==> src/rtl/rf_write_arbiter.sv <==
`default_nettype none
// ============================================================================
// Module      : rf_write_arbiter
// Description : Shares the GRF single write port between the in-order WB
//               stage (always wins, zero latency) and a deferred-result
//               requester queued through a small FIFO. Deferred entries are
//               drained in order on cycles where WB leaves the port idle.
//               Exports a pending-register mask and a starvation stall
//               request to the hazard unit, plus a sticky conflict flag.
// Ports       : clk, reset (async, active-high)
//               wb_en_in/wb_addr_in/wb_data_in        - WB write request
//               aux_valid_in/aux_addr_in/aux_data_in  - deferred write offer
//               aux_ready_out                         - FIFO accepts an entry
//               rf_we_out/rf_addr_out/rf_data_out     - GRF write port
//               pending_mask_out                      - registers with queued writes
//               stall_req_out                         - ask pipeline to bubble WB
//               conflict_out                          - sticky protocol error
// Revision    : 1.0 - initial release
// ============================================================================
module rf_write_arbiter #(
  parameter int AUX_DEPTH    = 2,
  parameter int STARVE_LIMIT = 4
) (
  input  logic        clk,
  input  logic        reset,
  input  logic        wb_en_in,
  input  logic [4:0]  wb_addr_in,
  input  logic [31:0] wb_data_in,
  input  logic        aux_valid_in,
  input  logic [4:0]  aux_addr_in,
  input  logic [31:0] aux_data_in,
  output logic        aux_ready_out,
  output logic        rf_we_out,
  output logic [4:0]  rf_addr_out,
  output logic [31:0] rf_data_out,
  output logic [31:0] pending_mask_out,
  output logic        stall_req_out,
  output logic        conflict_out
);

  localparam int         c_PTR_W = (AUX_DEPTH > 1) ? $clog2(AUX_DEPTH) : 1;
  localparam int         c_CNT_W = c_PTR_W + 1;
  localparam logic [c_CNT_W-1:0] c_FULL  = c_CNT_W'(AUX_DEPTH);
  localparam logic [3:0]         c_LIMIT = 4'(STARVE_LIMIT);

  logic [4:0]         r_addr_q [AUX_DEPTH];
  logic [31:0]        r_data_q [AUX_DEPTH];
  logic [c_PTR_W-1:0] r_rd_ptr;
  logic [c_PTR_W-1:0] r_wr_ptr;
  logic [c_CNT_W-1:0] r_count;
  logic [3:0]         r_starve;
  logic               r_stall;
  logic               r_conflict;

  logic               w_wb_active;
  logic               w_empty;
  logic               w_full;
  logic               w_accept;
  logic               w_push;
  logic               w_pop;
  logic [c_CNT_W-1:0] w_count_next;
  logic [3:0]         w_starve_next;
  logic [31:0]        w_pending;

  assign w_wb_active   = wb_en_in && (wb_addr_in != 5'd0);
  assign w_empty       = (r_count == '0);
  assign w_full        = (r_count == c_FULL);
  // Ready is based on the registered count only, so a same-cycle pop never
  // opens a slot and there is no combinational path from WB to ready.
  assign aux_ready_out = !w_full && !reset;
  assign w_accept      = aux_valid_in && aux_ready_out;
  // Writes to r0 complete the handshake but are dropped.
  assign w_push        = w_accept && (aux_addr_in != 5'd0);
  assign w_pop         = !w_wb_active && !w_empty;

  always_comb begin
    w_count_next = r_count;
    case ({w_push, w_pop})
      2'b10:   w_count_next = r_count + 1'b1;
      2'b01:   w_count_next = r_count - 1'b1;
      default: w_count_next = r_count;
    endcase
  end

  always_comb begin
    w_starve_next = r_starve;
    if (w_pop || (w_count_next == '0)) begin
      w_starve_next = 4'd0;
    end else if (!w_empty && w_wb_active && (r_starve != c_LIMIT)) begin
      w_starve_next = r_starve + 4'd1;
    end
  end

  // Mask covers only the live window [rd_ptr, rd_ptr+count) of the ring.
  always_comb begin
    w_pending = '0;
    for (int i = 0; i < AUX_DEPTH; i++) begin
      if (c_CNT_W'(i) < r_count) begin
        w_pending[r_addr_q[r_rd_ptr + c_PTR_W'(i)]] = 1'b1;
      end
    end
    w_pending[0] = 1'b0;
  end

  always_comb begin
    rf_we_out   = 1'b0;
    rf_addr_out = 5'd0;
    rf_data_out = 32'd0;
    if (w_wb_active) begin
      rf_we_out   = 1'b1;
      rf_addr_out = wb_addr_in;
      rf_data_out = wb_data_in;
    end else if (!w_empty) begin
      rf_we_out   = 1'b1;
      rf_addr_out = r_addr_q[r_rd_ptr];
      rf_data_out = r_data_q[r_rd_ptr];
    end
  end

  // Entry storage needs no reset; validity is tracked by the count.
  always_ff @(posedge clk) begin
    if (w_push) begin
      r_addr_q[r_wr_ptr] <= aux_addr_in;
      r_data_q[r_wr_ptr] <= aux_data_in;
    end
  end

  always_ff @(posedge clk or posedge reset) begin
    if (reset) begin
      r_rd_ptr   <= '0;
      r_wr_ptr   <= '0;
      r_count    <= '0;
      r_starve   <= 4'd0;
      r_stall    <= 1'b0;
      r_conflict <= 1'b0;
    end else begin
      if (w_push) r_wr_ptr <= r_wr_ptr + 1'b1;
      if (w_pop)  r_rd_ptr <= r_rd_ptr + 1'b1;
      r_count    <= w_count_next;
      r_starve   <= w_starve_next;
      r_stall    <= (w_starve_next == c_LIMIT);
      // WB hitting a queued register means the hazard unit failed; the WB
      // write still goes through, only the flag records it.
      r_conflict <= r_conflict | (w_wb_active && w_pending[wb_addr_in]);
    end
  end

  assign pending_mask_out = w_pending;
  assign stall_req_out    = r_stall;
  assign conflict_out     = r_conflict;

endmodule
`default_nettype wire

==> config.mk <==
export PLATFORM = sky130hd
export DESIGN_NAME = rf_write_arbiter
export DESIGN_NICKNAME = d
export VERILOG_FILES = /design/src/rtl/rf_write_arbiter.sv
export SDC_FILE = /design/constraint.sdc
export NUM_CORES = 1
export LEC_CHECK = 0
export ABC_AREA = 1
export BUFFER_PORTS_ARGS = -buffer_cell sky130_fd_sc_hd__buf_2
export CAP_MARGIN = 40
export CORE_UTILIZATION = 57
export CTS_BUF_LIST = sky130_fd_sc_hd__clkbuf_4
export DETAILED_ROUTE_END_ITERATION = 8
export GPL_ROUTABILITY_DRIVEN = 0
export PLACE_DENSITY = 0.95
export SYNTH_ARGS = -nofsm -noshare
export SYNTH_HDL_FRONTEND = slang
export SYNTH_SLANG_ARGS = --single-unit
==> constraint.sdc <==
create_clock -name clk -period 6.92 [get_ports clk]
set_clock_uncertainty 0.15 [all_clocks]
set_input_delay 0 -clock clk [delete_from_list [all_inputs] [get_ports clk]]
set_output_delay 0 -clock clk [all_outputs]
set_load 0.05 [all_outputs]
After elaboration in Yosys (flattened, before gate mapping)
Memory sizes are Yosys's and may differ from the RTL's.
Cells that the tools add are included.
- bits in registers: 10
- RAM bits: 74
- input port bits: 78
- output and inout port bits: 73
- word-level logic and storage cells: 65
- memories kept: 2
- $add $sub $neg: 5
- $lt $le $gt $ge: 7
- equality and inequality tests: 5
- mux-type cells: 19
- bitwise logic cells: 2
- reduce and logical (&&, ||, !) cells: 19
- memories (name ; depth ; bits a word ; rd ports ; clocked after memory_dff ; write ports ; line ; text):
    r_data_q ; 2 ; 32 ; 1 ; 0 ; 1 ; 47 ; logic [31:0] r_data_q [AUX_DEPTH];
    r_addr_q ; 2 ; 5 ; 2 ; 0 ; 1 ; 46 ; logic [4:0] r_addr_q [AUX_DEPTH];
- operator list (operator ; number):
    2-to-1 mux 32 bit ; 4
    bitwise OR 32 bit ; 1
    < comparator 5 x 6 -> 1 bit (second input constant) ; 3
    demux 1 bit (select 5 bit) ; 2
    greater-or-equal comparator 5 x 1 -> 1 bit (second input constant) ; 2
    logical AND 1 bit ; 10
    2-to-1 mux 5 bit ; 2
    nonzero test 5 bit ; 2
    2-to-1 mux 4 bit ; 2
    2-to-1 mux 1 bit ; 7
    binary-select mux 1 bit (select 5 bit) ; 1
    adder 4 x 1 -> 4 bit (second input constant) ; 1
    equality test 2 bit (second input constant) ; 2
    equality test 4 x 3 -> 1 bit (second input constant) ; 1
    zero test 1 bit ; 4
    zero test 2 bit ; 2
    < comparator 1 x 2 -> 1 bit (first input constant) ; 2
    inequality test 4 x 3 -> 1 bit (second input constant) ; 1
    case mux 2 bit (2 select lines) ; 1
    adder 1 bit (second input constant) ; 2
    adder 2 x 1 -> 2 bit (second input constant) ; 1
    equality test 2 x 1 -> 1 bit (second input constant) ; 1
    subtractor 2 x 1 -> 2 bit (second input constant) ; 1
    logical OR 1 bit ; 1
    bitwise OR 1 bit ; 1

Longest topological paths before layout
Gate-level depths: netlist (run 1).
An unclocked memory read counts as a cell.
- depth after elaboration: 12
- depth in mapped cells: 17

Worst setup path after synthesis (run 1)
OpenSTA, ideal clock, no wires.
- kind: register -> register
- from: register r_count[0]
- to: memory r_addr_q[1][0] (enable)
- setup time: 0.433 ns
- arrival time: 3.199 ns
- required time: 6.337 ns
- path slack: 3.138 ns
- cell stages (with the launch flop): 6
- path buffers: 0
- cell sequence: dfrtp_1 -> inv_1 -> ha_1 -> nor2_1 -> nand3_1 -> nor2_1
- longest elaborated chain between the ends: 7
- ends and longest elaborated chain (item ; line ; text):
    start, declared ; 50 ; logic [c_CNT_W-1:0] r_count;
    start signal, assigned ; 139 ; r_count <= w_count_next;
    equality test 2 bit ; 67 ; assign w_full = (r_count == c_FULL);
    zero test 1 bit ; 70 ; assign aux_ready_out = !w_full && !reset;
    logical AND 1 bit ; 70 ;
    named net aux_ready_out ; 32 ; output logic aux_ready_out,
    logical AND 1 bit ; 71 ; assign w_accept = aux_valid_in && aux_ready_out;
    logical AND 1 bit ; 73 ; assign w_push = w_accept && (aux_addr_in != 5'd0);
    2-to-1 mux 1 bit ; 122 ; if (w_push) begin
    2-to-1 mux 1 bit (not written as such) ; 123 ; r_addr_q[r_wr_ptr] <= aux_addr_in;
    end, declared ; 46 ;
The timed path passes the listed nets, and every way through them passes these cells.

Worst setup path after layout (run 1)
- from: register r_rd_ptr
- to: register r_conflict, in the netlist conflict_out
- longest elaborated chain between the ends: 12
- elaborated cells between the ends (all ways): 19
- ends and longest elaborated chain (item ; line ; text):
    start, declared ; 48 ; logic [c_PTR_W-1:0] r_rd_ptr;
    start signal, assigned ; 138 ; if (w_pop) r_rd_ptr <= r_rd_ptr + 1'b1;
    adder 1 bit / memory (2 x 5 bit) (equally long branches) ; -- ;
    memory (2 x 5 bit) * ; -- ;
    < comparator 5 x 6 -> 1 bit (not written as such), or another cell as far along ; 99 ; w_pending[r_addr_q[r_rd_ptr + c_PTR_W'(i)]] = 1'b1;
    logical AND 1 bit (not written as such) / 2-to-1 mux 1 bit (equally long branches) ; 99 ;
    2-to-1 mux 1 bit (not written as such) / demux 1 bit (select 5 bit) (equally long branches) ; 99 ;
    demux 1 bit (select 5 bit) / 2-to-1 mux 32 bit (equally long branches) ; 99, 98 ;
    bitwise OR 32 bit (no line) ; -- ;
    2-to-1 mux 32 bit * ; 98 ; if (c_CNT_W'(i) < r_count) begin
    binary-select mux 1 bit (select 5 bit) * ; 144 ; r_conflict <= r_conflict | (w_wb_active && w_pending[wb_addr_in]);
    2-to-1 mux 1 bit (not written as such) * ; 144 ;
    logical AND 1 bit * ; 144 ;
    bitwise OR 1 bit * ; 144 ;
    end signal, assigned ; 144 ;
    end, declared ; 53 ; logic r_conflict;
Every way passes the cells marked *; elsewhere a longest branch is shown, timed or not. The select of a mux whose other input is x is not followed.
A chain may end at the register's enable or synchronous reset.

==> results of run 1 <==
[power breakdown]
group	leakage (nW)	switching (mW)	internal [mW]
Combinational	2.06	0.958	0.316
Clock	0.0861	0.181	0.145
Sequential	0.797	0.0396	0.628
Total	2.94	1.18	1.09
[per-layer routing]
layer  track usage  up-vias
met5             0        -
met4         0.218        0
met3        0.0862      116
met2         0.670      536
met1         0.464     2330
li1              -     2166
[area by class of cell]
cell class                 instances  share of cell area
timing repair buffer             195               0.200
multi-input combinational        402               0.335
clock inverter                     6              0.0141
inverter                          32              0.0198
clock buffer                       9              0.0109
sequential                        84               0.399
tap                              105              0.0212
[cell families after synthesis]
family                     synth area share
DFF                                   0.518
xor gates and xnor gates            0.00734
buffers and inverters                0.0493
and+or+nand+nor                       0.282
other                              0.000786
muxes                                0.0671
adders and majority gates            0.0131
AOI/OAI and AO/OA                    0.0627
[worst max-delay path by stage]
| stage | slack (ps) | to |
|---|---|---|
| final | 2940 | conflict_out$_DFF_PP0_ |
| after global routing | 2760 | conflict_out$_DFF_PP0_ |
| after CTS | 3110 | conflict_out$_DFF_PP0_ |
| after detailed placement | 4210 | conflict_out$_DFF_PP0_ |
| after global placement | 4290 | conflict_out$_DFF_PP0_ |
| after floorplan | 3140 | r_addr_q[1][0]$_DFFE_PP_ |
[sequential cells by signal (all words and copies together), names as in the netlist]
register       count
r_rd_ptr           1
stall_req_out      1
r_wr_ptr           1
conflict_out       1
r_count            2
r_starve           4
r_data_q          64
r_addr_q          10
[cell usage after synthesis (all sizes together)]
cell type,n,area share
nand4,3,0.0039
mux2i,32,0.067
xor2,3,0.0055
buf,12,0.018
dfrtp,10,0.052
nand2,219,0.18
nand3,37,0.044
edfxtp,74,0.47
ha,5,0.013
nor3,1,0.0010
clkbuf,7,0.0055
o22ai,4,0.0052
o21ai,48,0.057
inv,32,0.026
conb,1,0.00079
nor2,48,0.050
xnor2,1,0.0018
[timing repair]
item,in CTS,in global routing
gates resized for setup,0,0
setup endpoints to repair,0,0
endpoints found under the hold margin,86,0
hold buffers,43,0
[through the flow]
stage | utilization | std cells
2_1_floorplan | - | 537
3_3_place_gp | 0.680 | 773
3_5_place_dp | 0.687 | 775
4_1_cts | 0.758 | 833
5_1_grt | 0.758 | 833
6_report | 0.758 | 833
==> results_dict.tcl, run 1 <==
set metrics [dict create \
    path_buf_inv 4 \
    leakagePower_nw 2.94 \
    max-cap-violations 0 \
    final_common_cell "nand2_1" \
    fin_setup_tns_ps 0 \
    clk_latency_ps 430 \
    worstSetupStartpoint "r_rd_ptr$_DFFE_PP0N_" \
    tightest_slew_ps 807 \
    coreArea_mm2 0.00818 \
    grt_use_total 0.394 \
    vias_per_cell 6.18 \
    power_mw 2.27 \
    endpoint_kind "flop" \
    drt_iter0_drc 535 \
    crit-reg2reg-launch "r_rd_ptr$_DFFE_PP0N_" \
    grt_first_pass_wirelength_um 25800 \
    fin_nets 807 \
    worst-setup-path-type "flop to flop" \
    cts_sinks 84 \
    antenna_found_initial 0 \
    outcome "completed" \
    worst-endpoint-arrival_ps 4210 \
    startpoint_type "flop" \
    vias 5148 \
    setup_slack_ps 2940 \
    cts-root-buf "clkbuf_4" \
    route.detailed.drc 0 \
    die_h_um 93.5 \
    grt_overflow 0 \
    max_stage_delay_ps 630 \
    hold_path.class "input pin to flop" \
    syn_nets 620 \
    crit_slowest_cell "buf_4" \
    synth.avg_cell_area_um2 8.89 \
    seqCellArea_mm2 0.00247 \
    dp_hpwl_um 9730 \
    place.port_buffers 149 \
    rows 33 \
    die_w_um 93.5 \
    worstHoldStart "aux_data_in[15]" \
    dpl_cell_area_mm2 0.00562 \
    whs_path_depth 2 \
    cp.required_ps 7140 \
    wl_met2_um 8020 \
    drv_slew 0 \
    syn-instance-count 537 \
    drive_above_1_share 0.302 \
    wl_met3_um 1990 \
    reg2regPathDepth 17 \
    htreeDepth 3 \
    cp.depth 17 \
    r2r_slack_ps 2940 \
    r2r_end "conflict_out$_DFF_PP0_" \
    cts_tree "built" \
    rsz0062_at_grt "no" \
    dieArea_mm2 0.00874 \
    worst-path-max-fanout 54 \
    crit_family "buffers and inverters" \
    finalCritPeriodShare 0.575 \
    setup_viol 0 \
    wl_per_cell_um 19.9 \
    initial_core_util 0.584 \
    ys_seq_elements 84 \
    cts_made_buffers 9 \
    wl_met1_um 5600 \
    power_density_mw_per_mm2 366 \
    path_common_cell "nand2_1" \
    multi_input_area_mm2 0.00208 \
    nFillCells 487 \
    finalHoldViolCount 0 \
    area_growth_pct 29.9 \
    postCtsSetupBuffers 0 \
    final.min_clock_period_ps 3980 \
    synth_warnings 0 \
    top_layer_used "met4" \
    wirelength_um 16500 \
    worst_hold_slack_ps 124 \
    layout_common_cells "204 x nand2_1, 149 x buf_2, 74 x edfxtp_1" \
    final_area_mm2 0.00620 \
    grt_pass1_vias 4973 \
    grt_max_degree 55 \
    ir_worst_vdd_mv 0.266 \
    path_clk_slew_ps 160 \
    max_clock_freq_ghz 0.251 \
    n_antenna_cell 0 \
    drtPass1Iterations 6 \
    seq_area_frac_synth 0.518 \
    clockBufferDepth 2 \
    pre_cts_slack_ps 4210 \
    drt.antenna.violating_nets 0 \
    worstPathCellList "buf_4 > inv_4 > nand2_1 > nand3_1 > nor2_2 > nand2_1 > o21ai_1 > nand2_1 > nand3_1 > nand2_1 > nand2_1 > nand2_1 > nand3_1 > dlygate4sd3_1 > nand3_1 > dlygate4sd3_1 > nand2_1" \
    ys_types 30 \
    syn_area_mm2 0.00477 \
    slew-limit-headroom 0.462 \
    pin_count 151 \
    min_to "r_data_q[0][15]$_DFFE_PP_" \
]
Power figures use the tool's default switching activity.
==> run 2: changes to the inputs <==
--- a/config.mk
+++ b/config.mk
@@ -8,11 +8,11 @@
 export ABC_AREA = 1
 export BUFFER_PORTS_ARGS = -buffer_cell sky130_fd_sc_hd__buf_2
 export CAP_MARGIN = 40
-export CORE_UTILIZATION = 57
+export CORE_UTILIZATION = 53
 export CTS_BUF_LIST = sky130_fd_sc_hd__clkbuf_4
 export DETAILED_ROUTE_END_ITERATION = 8
 export GPL_ROUTABILITY_DRIVEN = 0
-export PLACE_DENSITY = 0.95
+export PLACE_DENSITY = 0.94
 export SYNTH_ARGS = -nofsm -noshare
 export SYNTH_HDL_FRONTEND = slang
 export SYNTH_SLANG_ARGS = --single-unit
==> constraint.sdc (replaced) <==
create_clock -name clk -period 3.7 [get_ports clk]
set_clock_uncertainty 0.15 [all_clocks]
set_input_delay 0 -clock clk [delete_from_list [all_inputs] [get_ports clk]]
set_output_delay 0 -clock clk [all_outputs]
set_load 0.05 [all_outputs]
==> results_dict.tcl, run 2 (synthesis results as in run 1) <==
set metrics [dict create \
    dpl_cell_area_mm2 0.00562 \
    setup_viol 0 \
    tightest_slew_ps 777 \
    finalCritPeriodShare 0.882 \
    power_mw 4.18 \
    reg2regPathDepth 15 \
    finalHoldViolCount 0 \
    grt.met3_usage 0.0766 \
    die_w_um 96.9 \
    power_frac_clock 0.135 \
    ir_worst_vdd_mv 0.476 \
    swShare 0.528 \
    leakagePower_nw 2.93 \
    cts_tree "built" \
    fin_cells 838 \
    startpoint_type "flop" \
    final_area_mm2 0.00621 \
    cp-endpoint "conflict_out$_DFF_PP0_" \
    worstSetupStartpoint "r_rd_ptr$_DFFE_PP0N_" \
    largest_register_ffs 64 \
    drtPass1Iterations 7 \
    dieArea_mm2 0.00939 \
    cts_hold_buf 45 \
    rsz0062_at_grt "no" \
    cts_sinks 84 \
    vias 4989 \
    path_clk_slew_ps 140 \
    dp_hpwl_um 9470 \
    top_register "r_data_q" \
    coreArea_mm2 0.00872 \
    wirelength_um 15800 \
    fin_setup_tns_ps 0 \
    worst-setup-path-type "flop to flop" \
    post-place-cells 778 \
    place.port_buffers 149 \
    r2r_end "conflict_out$_DFF_PP0_" \
    postCtsSetupBuffers 0 \
    slew-limit-headroom 0.480 \
    grt_overflow 0 \
    power.share.combinational 0.551 \
    p_int_mw 1.97 \
    grt_max_degree 43 \
    max-cap-violations 0 \
    final_common_cell "nand2_1" \
    route.detailed.drc 0 \
    reg_top3 "r_data_q: 64 flops, r_addr_q: 10 flops, r_starve: 4 flops" \
    worst-path-max-fanout 34 \
    pin_count 151 \
    wl_per_cell_um 18.9 \
    grt_use_total 0.339 \
    antenna_found_initial 0 \
    max_clock_freq_ghz 0.306 \
    crit-reg2reg-launch "r_rd_ptr$_DFFE_PP0N_" \
    drive_above_1_share 0.301 \
    cts-root-buf "clkbuf_4" \
    drt_iter0_drc 435 \
    clockBufferDepth 2 \
    layout_common_cells "204 x nand2_1, 149 x buf_2, 74 x edfxtp_1" \
    htreeDepth 3 \
    drt.antenna.violating_nets 0 \
    busiest_layer "met2" \
    p_switching_mw 2.21 \
    clk_latency_ps 440 \
    area_growth_pct 30.1 \
    hold_path.class "input pin to flop" \
    rows 34 \
    power_density_mw_per_mm2 673 \
    die_h_um 96.9 \
    fin_nets 809 \
    endpoint_kind "flop" \
    vias_per_cell 5.95 \
    gr-usage-met2 0.573 \
    initial_core_util 0.547 \
    use_met1 0.407 \
    worst-endpoint-arrival_ps 3500 \
    grt_first_pass_wirelength_um 25100 \
    r2r_slack_ps 440 \
    cts_made_buffers 9 \
    n_antenna_cell 0 \
    cp.required_ps 3940 \
    outcome "completed" \
    grt_pass1_vias 4961 \
    pwr-share-seq 0.314 \
    ctsResizeCount 0 \
    drv_slew 0 \
    final.min_clock_period_ps 3260 \
]
==> run 2: cell count changes in the layout (fill, tap and decap cells not counted) <==
| cell | delta |
|---|---|
| clkinv_2 | -2 |
| clkinvlp_4 | +2 |
| dlygate4sd3_1 | +2 |
| bufinv_16 | -1 |
| inv_6 | +1 |
==> run 2: final cells by class <==
type                       instances  area (um2)
sequential                        84        2470
tap                              108         135
inverter                          32         123
multi-input combinational        402        2080
fill                             544        2510
clock inverter                     6        71.3
clock buffer                       9        67.6
timing repair buffer             197        1260
==> run 2: per-layer routing <==
layer | routed length [um] | share of wire | vias to the layer above
li1 | - | - | 2169
met1 | 5670 | 0.36 | 2271
met2 | 7640 | 0.48 | 466
met3 | 1770 | 0.11 | 83
met4 | 761 | 0.048 | 0
met5 | 0 | 0 | -
==> run 2: critical path, stage by stage, from the launching register on <==
cell and delay [ps]:
dfrtp_2 880, inv_4 190, nand2_1 110, o21ai_1 120
nor2_2 390, nand2_1 100, nand2_1 110, nand2_1 80
nand3_1 120, nand2_1 70, nand2_1 60, nand2_1 50
dlygate4sd3_1 560, nand3_1 70, nand3_1 70, nand2_1 90
==> run 2: how the worst min path moves through the flow <==
| stage | start | end | slack (ps) | depth (start not counted) |
|---|---|---|---|---|
| 2_1_floorplan | reset | conflict_out$_DFF_PP0_ | -310 | 1 |
| 3_3_place_gp | reset | r_starve[1]$_DFF_PP0_ | -140 | 2 |
| 3_5_place_dp | reset | r_starve[1]$_DFF_PP0_ | -130 | 2 |
| 4_1_cts | wb_addr_in[1] | conflict_out$_DFF_PP0_ | 60 | 8 |
| 5_1_grt | aux_data_in[2] | r_data_q[0][2]$_DFFE_PP_ | 100 | 2 |
| 6_report | wb_addr_in[1] | conflict_out$_DFF_PP0_ | 90 | 8 |
==> run 2: stage by stage <==
stage                     hold WS, ps  utilization  worst slack (ps)
after detailed placement         -130        0.644              1060
after floorplan                  -310            -               506
after global routing              101        0.712               128
after CTS                        57.6        0.712               548
after global placement           -137        0.638              1180
final                            92.0        0.712               437
==> run 2: power groups by stage <==
stage | Sequential [mW] | Clock (mW) | Combinational [mW]
floorplan | 1.24 | 0 | 1.76
global placement | 1.30 | 0 | 2.06
detailed placement | 1.32 | 0 | 2.16
CTS | 1.30 | 0.529 | 2.21
global route | 1.32 | 0.596 | 2.41
finish | 1.31 | 0.563 | 2.30
==> run 3: changes to the inputs <==
--- a/config.mk
+++ b/config.mk
@@ -5,7 +5,6 @@
 export SDC_FILE = /design/constraint.sdc
 export NUM_CORES = 1
 export LEC_CHECK = 0
-export ABC_AREA = 1
 export BUFFER_PORTS_ARGS = -buffer_cell sky130_fd_sc_hd__buf_2
 export CAP_MARGIN = 40
 export CORE_UTILIZATION = 53
@@ -13,6 +12,7 @@
 export DETAILED_ROUTE_END_ITERATION = 8
 export GPL_ROUTABILITY_DRIVEN = 0
 export PLACE_DENSITY = 0.94
+export RECOVER_POWER = 25
 export SYNTH_ARGS = -nofsm -noshare
 export SYNTH_HDL_FRONTEND = slang
 export SYNTH_SLANG_ARGS = --single-unit
==> results_dict.tcl, run 3 <==
set metrics [dict create \
    max_stage_delay_ps 570 \
    endpoint_kind "flop" \
    synthFlopType "edfxtp_1" \
    area_growth_pct 28.8 \
    ir_worst_vdd_mv 0.468 \
    cts_tree "built" \
    setup_viol 0 \
    path_buf_inv 3 \
    rows 34 \
    grt_max_degree 48 \
    cp.required_ps 3870 \
    route.detailed.drc 0 \
    drv_slew 0 \
    worst-endpoint-arrival_ps 3640 \
    path_clk_slew_ps 140 \
    wl_per_cell_um 19.9 \
    synth_warnings 0 \
    initial_core_util 0.549 \
    crit_slowest_cell "dlygate4sd3_1" \
    drt_iter0_drc 277 \
    rsz0062_at_grt "no" \
    leakagePower_nw 2.47 \
    dpl_cell_area_mm2 0.00560 \
    cts_sinks 84 \
    async_flop_share 0.119 \
    ys_seq_elements 84 \
    finalHoldViolCount 0 \
    dp_hpwl_um 8830 \
    worstPathCellList "inv_1 > ha_1 > buf_6 > o21bai_2 > o22ai_1 > mux4_2 > nor3b_1 > a2111oi_2 > a32oi_1 > dlygate4sd3_1" \
    htreeDepth 3 \
    die_h_um 97.1 \
    netlist_top_cells_area "edfxtp_1 46%, mux2i_1 8.4%, o31ai_1 5.5%, dfrtp_1 5.2%, o22ai_1 3.9%" \
    tightest_slew_ps 753 \
    drive_above_1_share 0.291 \
    max_clock_freq_ghz 0.288 \
    layout_common_cells "123 x buf_2, 74 x edfxtp_1, 47 x nand2_1" \
    cts_made_buffers 9 \
    drtPass1Iterations 6 \
    nFillCells 550 \
    syn-instance-count 410 \
    syn_nets 493 \
    largest_register_ffs 64 \
    grt_first_pass_wirelength_um 21800 \
    yosysTopAreaCellShare 0.464 \
    max-cap-violations 0 \
    yosysTopAreaCell "edfxtp_1" \
    seq_area_frac_synth 0.516 \
    worstSetupStartpoint "r_count[0]$_DFF_PP0_" \
    synth_common_cells "74 x edfxtp_1, 47 x nand2_1, 40 x mux2i_1" \
    clockBufferDepth 2 \
    syn_area_mm2 0.00479 \
    final_area_mm2 0.00617 \
    n_antenna_cell 0 \
    worst-path-max-fanout 39 \
    drt.antenna.violating_nets 0 \
    crit_family "buffers and inverters" \
    pin_count 151 \
    power_mw 3.90 \
    fin_nets 673 \
    ys_types 64 \
    vias 4441 \
    grt_use_total 0.293 \
    synth_most_common_cell "edfxtp_1" \
    antenna_found_initial 0 \
    final_common_cell "buf_2" \
    final.min_clock_period_ps 3480 \
    power_density_mw_per_mm2 633 \
    clk_latency_ps 410 \
    grt_overflow 0 \
    coreArea_mm2 0.00872 \
    finalCritPeriodShare 0.940 \
    cts-root-buf "clkbuf_4" \
    vias_per_cell 6.32 \
    hold_path.class "input pin to flop" \
    startpoint_type "flop" \
    dieArea_mm2 0.00942 \
    fin_setup_tns_ps 0 \
    r2r_slack_ps 220 \
    wirelength_um 14000 \
    top_register "r_data_q" \
    worstHoldStart "aux_data_in[18]" \
    grt_pass1_vias 4379 \
    die_w_um 97.1 \
    synth.avg_cell_area_um2 11.7 \
    place.port_buffers 149 \
    crit-reg2reg-launch "r_count[0]$_DFF_PP0_" \
    postCtsSetupBuffers 0 \
    worst-setup-path-type "flop to flop" \
    outcome "completed" \
    slew-limit-headroom 0.495 \
    reg_top3 "r_data_q: 64 flops, r_addr_q: 10 flops, r_starve: 4 flops" \
    synth-edff-count 74 \
]
==> run 3: cell count changes after synthesis, sizes merged, moves of 5 or more <==
| cell | previous run | this run |
|---|---|---|
| o31ai | 0 | 36 |
| nand3 | 37 | 5 |
| o22ai | 4 | 32 |
| inv | 32 | 17 |
| nand2 | 219 | 47 |
| nor3 | 1 | 6 |
| nor3b | 0 | 6 |
| clkbuf | 7 | 18 |
| o21ai | 48 | 8 |
| nand2b | 0 | 5 |
| mux2i | 32 | 40 |
| nor2 | 48 | 14 |
| a31oi | 0 | 8 |
==> run 3: area by class of cell <==
| class | instances | area [um2] | area share |
|---|---|---|---|
| Timing Repair Buffer | 200 | 1220 | 0.198 |
| Multi-Input combinational cell | 278 | 2110 | 0.341 |
| Clock inverter | 6 | 93.8 | 0.0152 |
| Inverter | 17 | 63.8 | 0.0103 |
| Clock buffer | 10 | 75.1 | 0.0122 |
| Sequential cell | 84 | 2470 | 0.401 |
| Tap cell | 108 | 135 | 0.0219 |
==> run 3: power breakdown <==
part	internal [mW]	total (mW)	switching [mW]
clock network	0.288	0.603	0.315
logic	0.608	1.99	1.38
registers	1.18	1.31	0.134
total	2.07	3.90	1.83
==> run 3: path summary, 6_finish.rpt <==
check                      depth (start not counted)                        end
max                                               10     conflict_out$_DFF_PP0_
min                                                2  r_data_q[0][18]$_DFFE_PP_
max in group asynchronous                          4       r_rd_ptr$_DFFE_PP0N_
max reg2reg                                       10     conflict_out$_DFF_PP0_
min reg2reg                                        1       r_wr_ptr$_DFFE_PP0P_
min in group asynchronous                          4      r_starve[1]$_DFF_PP0_
==> run 3: per-layer routing <==
metal  vias to the layer above  global-route usage  wire [um]
met3                        52              0.0719       1350
li1                       1967                   -          -
met5                         -                   0          0
met1                      2091               0.346       5250
met4                         0               0.138        511
met2                       331               0.502       6860
==> run 3: cell families (layout without fill, tap and decap cells) <==
kind of cell,after synthesis,after routing,synth area share
multiplexers,45,45,0.103
AO/OA/AOI/OAI,116,116,0.195
XOR/XNOR,7,7,0.0128
AND/OR/NAND/NOR,104,104,0.111
buffers and inverters,48,233,0.0473
other,1,1,0.000783
flip-flops,84,84,0.516
adder cells (fa/ha/maj),5,5,0.0131
==> run 3: per-stage QoR <==
step	setup slack, ps	util	std cells	hold slack (ps)
after CTS	158	0.710	703	125
after floorplan	-236	-	410	-310
final	223	0.707	703	151
after global placement	953	0.639	643	-140
after detailed placement	718	0.642	644	-136
after global routing	45.9	0.707	703	114
==> run 3: worst reg2reg max path: stages, from the launching register on <==
cell,delay [ps]
dfrtp_1,420
inv_1,170
ha_1,320
buf_6,330
o21bai_2,260
o22ai_1,170
mux4_2,500
nor3b_1,160
a2111oi_2,220
a32oi_1,100
dlygate4sd3_1,570
==> run 3: timing repair <==
action,CTS,global route
gates resized for setup,0,1
hold buffers,43,0
hold endpoints to repair,88,0
endpoints found under the setup margin,0,1
